==> config.mk <==
export PLATFORM = sky130hd
export DESIGN_NAME = bubble_access_sequencer
export DESIGN_NICKNAME = d
export VERILOG_FILES = /design/src/rtl/bubble_pkg.sv /design/src/rtl/bubble_position_tracker.sv /design/src/rtl/bubble_access_sequencer.sv
export SDC_FILE = /design/constraint.sdc
export NUM_CORES = 1
export LEC_CHECK = 0
export ABC_AREA = 1
export CAP_MARGIN = 10
export CORE_MARGIN = 3
export CORE_UTILIZATION = 53
export CTS_BUF_LIST = sky130_fd_sc_hd__clkbuf_8
export DETAILED_ROUTE_END_ITERATION = 6
export GPL_ROUTABILITY_DRIVEN = 0
export HOLD_SLACK_MARGIN = 0.05
export PLACE_DENSITY = 0.86
export SYNTH_ARGS = -nofsm -noshare
export SYNTH_HDL_FRONTEND = slang
export SYNTH_HIERARCHICAL = 1
export SYNTH_SLANG_ARGS = --single-unit
export TNS_END_PERCENT = 10
==> constraint.sdc <==
create_clock -name master_clock -period 3.6 [get_ports master_clock]
set_clock_uncertainty 0.1 [all_clocks]
set_input_delay 0.9 -clock master_clock [delete_from_list [all_inputs] [get_ports master_clock]]
set_output_delay 0.9 -clock master_clock [all_outputs]
set_load 0.01 [all_outputs]
==> src/rtl/bubble_pkg.sv <==
// Shared definitions for the bubble memory access sequencer: FSM states,
// default geometry and the wrap-around adder used for loop positions.
package bubble_pkg;

    localparam int LOOP_POSITIONS_DEF = 2053;
    localparam int PAGE_BITS_DEF      = 512;
    localparam int DETECTOR_DELAY_DEF = 64;

    typedef enum logic [2:0] {
        IDLE      = 3'd0,
        SPINUP    = 3'd1,
        SEEK      = 3'd2,
        REPLICATE = 3'd3,
        WAIT_DET  = 3'd4,
        TRANSFER  = 3'd5,
        STOP      = 3'd6
    } seq_state_t;

    // (a + b) mod m for a, b < m: one compare-and-subtract, no divider
    function automatic logic [31:0] mod_add(input logic [31:0] a,
                                            input logic [31:0] b,
                                            input logic [31:0] m);
        logic [32:0] sum;
        sum = {1'b0, a} + {1'b0, b};
        if (sum >= {1'b0, m}) begin
            mod_add = 32'(sum - {1'b0, m});
        end else begin
            mod_add = sum[31:0];
        end
    endfunction

endpackage

==> src/rtl/bubble_position_tracker.sv <==
// Edge detection of the timing-generator strobes and the absolute minor-loop
// position counter. Edges are held pending until the next tick12 consumes them.
module bubble_position_tracker
    import bubble_pkg::*;
#(
    parameter int LOOP_POSITIONS = LOOP_POSITIONS_DEF,
    parameter int POS_WIDTH      = 12
) (
    input  logic                 clk,
    input  logic                 reset,
    input  logic                 tick,
    input  logic                 position_change,
    input  logic                 coil_run,
    input  logic                 data_out_strobe,
    output logic                 pos_event,
    output logic                 step,
    output logic                 bit_event,
    output logic [POS_WIDTH-1:0] pos_next,
    output logic [POS_WIDTH-1:0] current_position
);

    logic pc_prev_r;
    logic ds_prev_r;
    logic pc_pend_r;
    logic ds_pend_r;
    logic pc_seen_s;
    logic ds_seen_s;

    // An edge arriving on the tick cycle itself is consumed right away
    assign pc_seen_s = pc_pend_r | (position_change & ~pc_prev_r);
    assign ds_seen_s = ds_pend_r | (~data_out_strobe & ds_prev_r);
    assign pos_event = tick & pc_seen_s;
    assign bit_event = tick & ds_seen_s;
    assign step      = pos_event & coil_run;
    assign pos_next  = POS_WIDTH'(mod_add(32'(current_position), 32'd1, 32'(LOOP_POSITIONS)));

    // Edge history, pending flags and the wrapping position register
    always_ff @(posedge clk) begin
        if (reset) begin
            pc_prev_r        <= 1'b0;
            ds_prev_r        <= 1'b0;
            pc_pend_r        <= 1'b0;
            ds_pend_r        <= 1'b0;
            current_position <= {POS_WIDTH{1'b0}};
        end else begin
            pc_prev_r <= position_change;
            ds_prev_r <= data_out_strobe;
            pc_pend_r <= pc_seen_s & ~tick;
            ds_pend_r <= ds_seen_s & ~tick;
            if (step) begin
                current_position <= pos_next;
            end
        end
    end

endmodule

==> src/rtl/bubble_access_sequencer.sv <==
// Host-side bubble memory initiator: spins the field, replicates the requested
// pages at the right loop position and frames the serial bits of each page.
module bubble_access_sequencer
    import bubble_pkg::*;
#(
    parameter int LOOP_POSITIONS = LOOP_POSITIONS_DEF,
    parameter int POS_WIDTH      = 12,
    parameter int REP_OFFSET     = 0,
    parameter int DETECTOR_DELAY = DETECTOR_DELAY_DEF,
    parameter int PAGE_BITS      = PAGE_BITS_DEF,
    parameter int REP_TICKS      = 3,
    parameter int SPINUP_TIMEOUT = 1024
) (
    input  logic                 master_clock,
    input  logic                 reset,
    input  logic                 req_valid,
    output logic                 req_ready,
    input  logic                 req_bootloop,
    input  logic [POS_WIDTH-1:0] req_page,
    input  logic [7:0]           req_count,
    input  logic                 position_change,
    input  logic                 coil_run,
    input  logic                 data_out_strobe,
    output logic                 bubble_shift_enable,
    output logic                 replicator_enable,
    output logic                 bootloop_enable,
    output logic [POS_WIDTH-1:0] current_position,
    output logic                 page_start,
    output logic                 bit_strobe,
    output logic                 busy,
    output logic                 done,
    output logic                 error
);

    localparam int TMO_W = $clog2(SPINUP_TIMEOUT + 1);
    localparam int REP_W = $clog2(REP_TICKS + 1);
    localparam int BIT_W = $clog2(PAGE_BITS + 1);
    localparam logic [TMO_W-1:0]     TMO_LOAD = TMO_W'(SPINUP_TIMEOUT - 1);
    localparam logic [REP_W-1:0]     REP_LOAD = REP_W'(REP_TICKS - 1);
    localparam logic [BIT_W-1:0]     BIT_LAST = BIT_W'(PAGE_BITS - 1);
    localparam logic [POS_WIDTH-1:0] POS_LAST = POS_WIDTH'(LOOP_POSITIONS - 1);

    seq_state_t           state_r, state_nxt;
    logic [1:0]           div_r;
    logic                 tick_s;
    logic [POS_WIDTH-1:0] page_r, page_nxt;
    logic [7:0]           count_r, count_nxt;
    logic [TMO_W-1:0]     tmo_r, tmo_nxt;
    logic [REP_W-1:0]     rep_cnt_r, rep_cnt_nxt;
    logic [BIT_W-1:0]     bit_cnt_r, bit_cnt_nxt;
    logic                 stop_seen_r, stop_seen_nxt;
    logic                 tmo_stop_r, tmo_stop_nxt;
    logic                 bs_nxt, rep_nxt, boot_nxt;
    logic                 page_start_nxt, bit_strobe_nxt, done_nxt, error_nxt;
    logic                 req_ready_nxt, busy_nxt;

    logic                 pos_event_s, step_s, bit_event_s;
    logic [POS_WIDTH-1:0] pos_next_s;
    logic [POS_WIDTH-1:0] rep_target_s, rep_prev_s, first_bit_s;

    bubble_position_tracker #(
        .LOOP_POSITIONS (LOOP_POSITIONS),
        .POS_WIDTH      (POS_WIDTH)
    ) u_tracker (
        .clk              (master_clock),
        .reset            (reset),
        .tick             (tick_s),
        .position_change  (position_change),
        .coil_run         (coil_run),
        .data_out_strobe  (data_out_strobe),
        .pos_event        (pos_event_s),
        .step             (step_s),
        .bit_event        (bit_event_s),
        .pos_next         (pos_next_s),
        .current_position (current_position)
    );

    assign tick_s = (div_r == 2'd3);

    // Replicate one position early so the gate lines up with the target page
    assign rep_target_s = POS_WIDTH'(mod_add(32'(page_r), 32'(REP_OFFSET), 32'(LOOP_POSITIONS)));
    assign first_bit_s  = POS_WIDTH'(mod_add(32'(rep_target_s), 32'(DETECTOR_DELAY), 32'(LOOP_POSITIONS)));
    assign rep_prev_s   = (rep_target_s == {POS_WIDTH{1'b0}}) ? POS_LAST
                                                              : rep_target_s - POS_WIDTH'(1'b1);

    // Next-state and next-output logic
    always_comb begin
        state_nxt      = state_r;
        page_nxt       = page_r;
        count_nxt      = count_r;
        tmo_nxt        = tmo_r;
        rep_cnt_nxt    = rep_cnt_r;
        bit_cnt_nxt    = bit_cnt_r;
        stop_seen_nxt  = stop_seen_r;
        tmo_stop_nxt   = tmo_stop_r;
        bs_nxt         = bubble_shift_enable;
        rep_nxt        = replicator_enable;
        boot_nxt       = bootloop_enable;
        page_start_nxt = 1'b0;
        bit_strobe_nxt = 1'b0;
        done_nxt       = 1'b0;
        error_nxt      = 1'b0;

        case (state_r)
            IDLE: begin
                if (req_valid) begin
                    page_nxt     = req_page;
                    count_nxt    = (req_count == 8'd0) ? 8'd1 : req_count;
                    tmo_nxt      = TMO_LOAD;
                    tmo_stop_nxt = 1'b0;
                    bs_nxt       = 1'b0;
                    boot_nxt     = ~req_bootloop;
                    state_nxt    = SPINUP;
                end else begin
                    bs_nxt = 1'b1;
                end
            end
            SPINUP: begin
                if (tick_s && pos_event_s) begin
                    state_nxt = SEEK;
                end else if (tick_s && (tmo_r == {TMO_W{1'b0}})) begin
                    error_nxt     = 1'b1;
                    bs_nxt        = 1'b1;
                    tmo_stop_nxt  = 1'b1;
                    stop_seen_nxt = 1'b0;
                    state_nxt     = STOP;
                end else if (tick_s) begin
                    tmo_nxt = tmo_r - TMO_W'(1'b1);
                end else begin
                    tmo_nxt = tmo_r;
                end
            end
            SEEK: begin
                if (step_s && (pos_next_s == rep_prev_s)) begin
                    rep_nxt     = 1'b0;
                    rep_cnt_nxt = REP_LOAD;
                    state_nxt   = REPLICATE;
                end else begin
                    rep_nxt = 1'b1;
                end
            end
            REPLICATE: begin
                if (tick_s && (rep_cnt_r == {REP_W{1'b0}})) begin
                    rep_nxt   = 1'b1;
                    state_nxt = WAIT_DET;
                end else if (tick_s) begin
                    rep_cnt_nxt = rep_cnt_r - REP_W'(1'b1);
                end else begin
                    rep_cnt_nxt = rep_cnt_r;
                end
            end
            WAIT_DET: begin
                if (step_s && (pos_next_s == first_bit_s)) begin
                    page_start_nxt = 1'b1;
                    bit_cnt_nxt    = {BIT_W{1'b0}};
                    state_nxt      = TRANSFER;
                end else begin
                    page_start_nxt = 1'b0;
                end
            end
            TRANSFER: begin
                if (bit_event_s) begin
                    bit_strobe_nxt = 1'b1;
                    if (bit_cnt_r == BIT_LAST) begin
                        count_nxt = count_r - 8'd1;
                        if (count_r == 8'd1) begin
                            bs_nxt        = 1'b1;
                            boot_nxt      = 1'b1;
                            stop_seen_nxt = 1'b0;
                            state_nxt     = STOP;
                        end else begin
                            page_nxt  = POS_WIDTH'(mod_add(32'(page_r), 32'd1, 32'(LOOP_POSITIONS)));
                            state_nxt = SEEK;
                        end
                    end else begin
                        bit_cnt_nxt = bit_cnt_r + BIT_W'(1'b1);
                    end
                end else begin
                    bit_strobe_nxt = 1'b0;
                end
            end
            STOP: begin
                bs_nxt   = 1'b1;
                boot_nxt = 1'b1;
                // The coils must be seen idle on two consecutive ticks
                if (tick_s && !coil_run && stop_seen_r) begin
                    done_nxt      = ~tmo_stop_r;
                    stop_seen_nxt = 1'b0;
                    state_nxt     = IDLE;
                end else if (tick_s) begin
                    stop_seen_nxt = ~coil_run;
                end else begin
                    stop_seen_nxt = stop_seen_r;
                end
            end
            default: begin
                bs_nxt    = 1'b1;
                rep_nxt   = 1'b1;
                boot_nxt  = 1'b1;
                state_nxt = IDLE;
            end
        endcase

        req_ready_nxt = (state_nxt == IDLE);
        busy_nxt      = (state_nxt != IDLE);
    end

    // State, datapath and registered outputs
    always_ff @(posedge master_clock) begin
        if (reset) begin
            state_r             <= IDLE;
            div_r               <= 2'd0;
            page_r              <= {POS_WIDTH{1'b0}};
            count_r             <= 8'd0;
            tmo_r               <= {TMO_W{1'b0}};
            rep_cnt_r           <= {REP_W{1'b0}};
            bit_cnt_r           <= {BIT_W{1'b0}};
            stop_seen_r         <= 1'b0;
            tmo_stop_r          <= 1'b0;
            bubble_shift_enable <= 1'b1;
            replicator_enable   <= 1'b1;
            bootloop_enable     <= 1'b1;
            page_start          <= 1'b0;
            bit_strobe          <= 1'b0;
            done                <= 1'b0;
            error               <= 1'b0;
            req_ready           <= 1'b1;
            busy                <= 1'b0;
        end else begin
            state_r             <= state_nxt;
            div_r               <= div_r + 2'd1;
            page_r              <= page_nxt;
            count_r             <= count_nxt;
            tmo_r               <= tmo_nxt;
            rep_cnt_r           <= rep_cnt_nxt;
            bit_cnt_r           <= bit_cnt_nxt;
            stop_seen_r         <= stop_seen_nxt;
            tmo_stop_r          <= tmo_stop_nxt;
            bubble_shift_enable <= bs_nxt;
            replicator_enable   <= rep_nxt;
            bootloop_enable     <= boot_nxt;
            page_start          <= page_start_nxt;
            bit_strobe          <= bit_strobe_nxt;
            done                <= done_nxt;
            error               <= error_nxt;
            req_ready           <= req_ready_nxt;
            busy                <= busy_nxt;
        end
    end

endmodule

==> summary.txt <==
CTS
  • Clk sink count: 75
  • Clock Path Buffers: 2
  • Reg clk slew, reported paths: 0.09 ns
  • CTS HTree Levels: 3
  • Clk_lat worst skew: 0.38 ns
  • TritonCTS Buffers: 9
  • CTS tree: yes
  • Clock root buffer: clkbuf_8

Setup path
  • CP max FO: 8
  • Crit path required time: 3.76 ns
  • Slowest stage delay, CP: 0.36 ns
  • Critical path depth: 29
  • WP data arrival: 3.71 ns
  • R2R depth: 29
  • Crit path from: u_tracker/current_position[1]
  • Worst path top cell family by delay: simple AND/OR/NAND/NOR gates
  • Crit path max-delay cell type: dfxtp_4
  • Setup crit end: bit_cnt_r[4]
  • Setup crit start kind: register
  • CP endpoint kind: register
  • CP most frequent cell: nand2_1
  • Buf/Inv on CP: 3
  • FF-to-FF End: bit_cnt_r[4]
  • RR Startpoint: u_tracker/current_position[1]
  • Crit Path Category: register to register
  • Reg-to-reg setup timing slack: 0.05 ns

Route
  • Via count: 7924
  • WL/cell: 14.5 microns
  • Routed WL: 20200 microns
  • # DRC: 2
  • DR vias/cell: 5.69
  • 1st-iter DRT viols: 854
  • Antenna-violating nets left: 0
  • Drt first pass iters: 7

Layout
  • Area Overhead vs Synth: 22.7%
  • ANT cells: 0
  • Layout cells sized above 1: 18.9%
  • Final Util: 68.0%
  • Final design instance area without fill: 0.00837 sq mm
  • Nets: 1264

Power
  • Sequential Power Share: 35.2%
  • Worst vdd ir: 0.000252 V
  • Clock group share of total power: 25.0%
  • Psw: 0.00107 W
  • Sw frac: 40.9%
  • Internal: 0.00154 W
  • Combinational share of power: 39.8%
  • Pwr dens: 311 mW/mm^2
  • Total power: 0.00261 W
  • Leak pwr: 3.87 nW

Placed design
  • Post-DP HPWL: 14100 microns
  • Number of I/O port buffers: 47
  • Area after DPL: 0.00765 sq mm

STA
  • TNS Setup: 0 ns
  • Final setup vio count: 0
  • Max_slew headroom: 61.5%
  • Final hold violation count: 0
  • Fin. max-slew vios: 0
  • Final worst-path cycle share: 98.6%
  • Min cycle time layout: 3.55 ns
  • Worst Max-Slew Pin Slew: 0.571 ns
  • Max frequency: 282 MHz
  • Unrepaired setup endpoints after global routing: true

Synthesis
  • Synth top area cells: dfxtp_1 22%, nand2_1 15%, inv_1 8.4%
  • Post-synth ARST share: 0%
  • Top-area cell type share of the netlist area: 22.0%
  • Synth Cell Area: 0.00682 sq mm
  • Area leader, netlist: dfxtp_1
  • Yosys warns: 6
  • Syn Area/Cell: 6.07 sq um
  • Number of synthesized flops with an enable pin: 0
  • Seq/Total Area, Yosys: 22.0%
  • Syn nets: 1169
  • Most frequent cell after synthesis: nand2_1
  • FF+latch count, synth: 75
  • Dominant synthesized flop cell: dfxtp_1
  • Commonest cells post-synth: 281 x nand2_1, 152 x inv_1, 131 x nor2_1
  • Gate Count Post-Synth: 1124
  • Distinct cell type count after synthesis: 48

Floorplanning
  • DIE AREA: 0.0143 sq mm
  • Site row count: 40
  • Die W: 119 microns
  • Initial core utilization: 55.4%
  • CORE AREA: 0.0123 sq mm
  • Num ports: 48
  • Die Y: 119 microns

Global route
  • Largest net degree at the start of global routing: 35
  • Global-route wire length before repair: 31300 microns
  • Total grt overflow: 0
  • GRT Total Usage: 25.9%
  • Vias in the first global route: 6832
  • Initial antenna violation count: 0

Flow run
  • Max Cap Viol: 0

Outcome
  • Failing checks: DRC
  • Outcome: complete, but fails checks

Worst hold path
  • Worst min path class: register to register
[metal layers]
layer,track usage [%],vias to the layer above,wire [microns]
met4,10.9,0,685
li1,-,3834,-
met5,0,-,0
met2,42.8,452,9510
met3,2.99,66,1760
met1,34.3,3572,8230
[kinds of logic (layout without fill, tap and decap cells)]
logic type | after synthesis | in the layout | synth area share [%]
AND/OR/NAND/NOR | 652 | 657 | 44.7
buffers and inverters | 194 | 289 | 11.7
AO/OA/AOI/OAI | 144 | 144 | 12.9
flip-flops | 75 | 75 | 22.0
XOR/XNOR | 41 | 41 | 5.27
adder cells (fa/ha/maj) | 18 | 18 | 3.30
[cell type report]
type | instances | area (sq um)
Inverter | 163 | 612
Fill cell | 1027 | 3940
Multi-Input combinational cell | 860 | 4880
Tap cell | 168 | 210
Sequential cell | 75 | 1520
Clock inverter | 6 | 52.6
Timing Repair Buffer | 110 | 955
Clock buffer | 10 | 138
[cells in the final DEF (no fill, tap or decap), drive strengths merged, types with 3 or more instances in the layout]
cell             n
nand2          324
inv            165
nor2           146
nand3          118
dfxtp           75
buf             64
a21oi           58
clkdlybuf4s50   46
xor2            38
o21ai           37
nor3            26
nand4           22
ha              18
a31oi           13
clkbuf          10
nor4             9
a211oi           9
o211ai           8
nand3b           7
or2              4
a221oi           4
o21bai           3
xnor2            3
[worst min path at each step]
stage / from / end / slack [ns] / depth (start not counted)
after global placement: div_r[0] / div_r[0] / 0.31 / 1
after global routing: tmo_stop_r / done / 0.35 / 1
after detailed placement: div_r[0] / div_r[0] / 0.32 / 1
final: div_r[0] / div_r[0] / 0.33 / 1
after CTS: div_r[0] / div_r[0] / 0.33 / 1
after floorplan: tmo_stop_r / done / 0.30 / 1
[power by group through the flow]
| stage | clock network (W) | registers, W | logic, W |
|---|---|---|---|
| after floorplan | 0 | 0.000927 | 0.000656 |
| after global placement | 0 | 0.000933 | 0.000864 |
| after detailed placement | 0 | 0.000935 | 0.000880 |
| after CTS | 0.000668 | 0.000916 | 0.000895 |
| after global routing | 0.000695 | 0.000923 | 0.00113 |
| final | 0.000652 | 0.000917 | 0.00104 |
[sequential cells by signal, indices dropped and copies added, names as in the netlist, 2 cells and up]
signal / count
div_r: 2
count_r: 8
u_tracker/current_position: 12
tmo_r: 11
rep_cnt_r: 2
state_r: 3
page_r: 12
bit_cnt_r: 10
[stage by stage]
stage	setup slack, ns	cells	hold WS [ns]
after floorplan	0.0837	1124	0.297
after global placement	0.0281	1354	0.308
after detailed placement	-0.0414	1354	0.321
after CTS	0.00968	1370	0.334
after global routing	-0.191	1392	0.348
final	0.0486	1392	0.327
[repair_timing]
item	in CTS	in global routing
cloned	0	5
gates resized for setup	8	76
setup buffers	0	17
hold buffers	0	0
pin swaps	1	30
setup endpoints to repair	9	18
No activity file was read; power rests on OpenSTA's default activity.
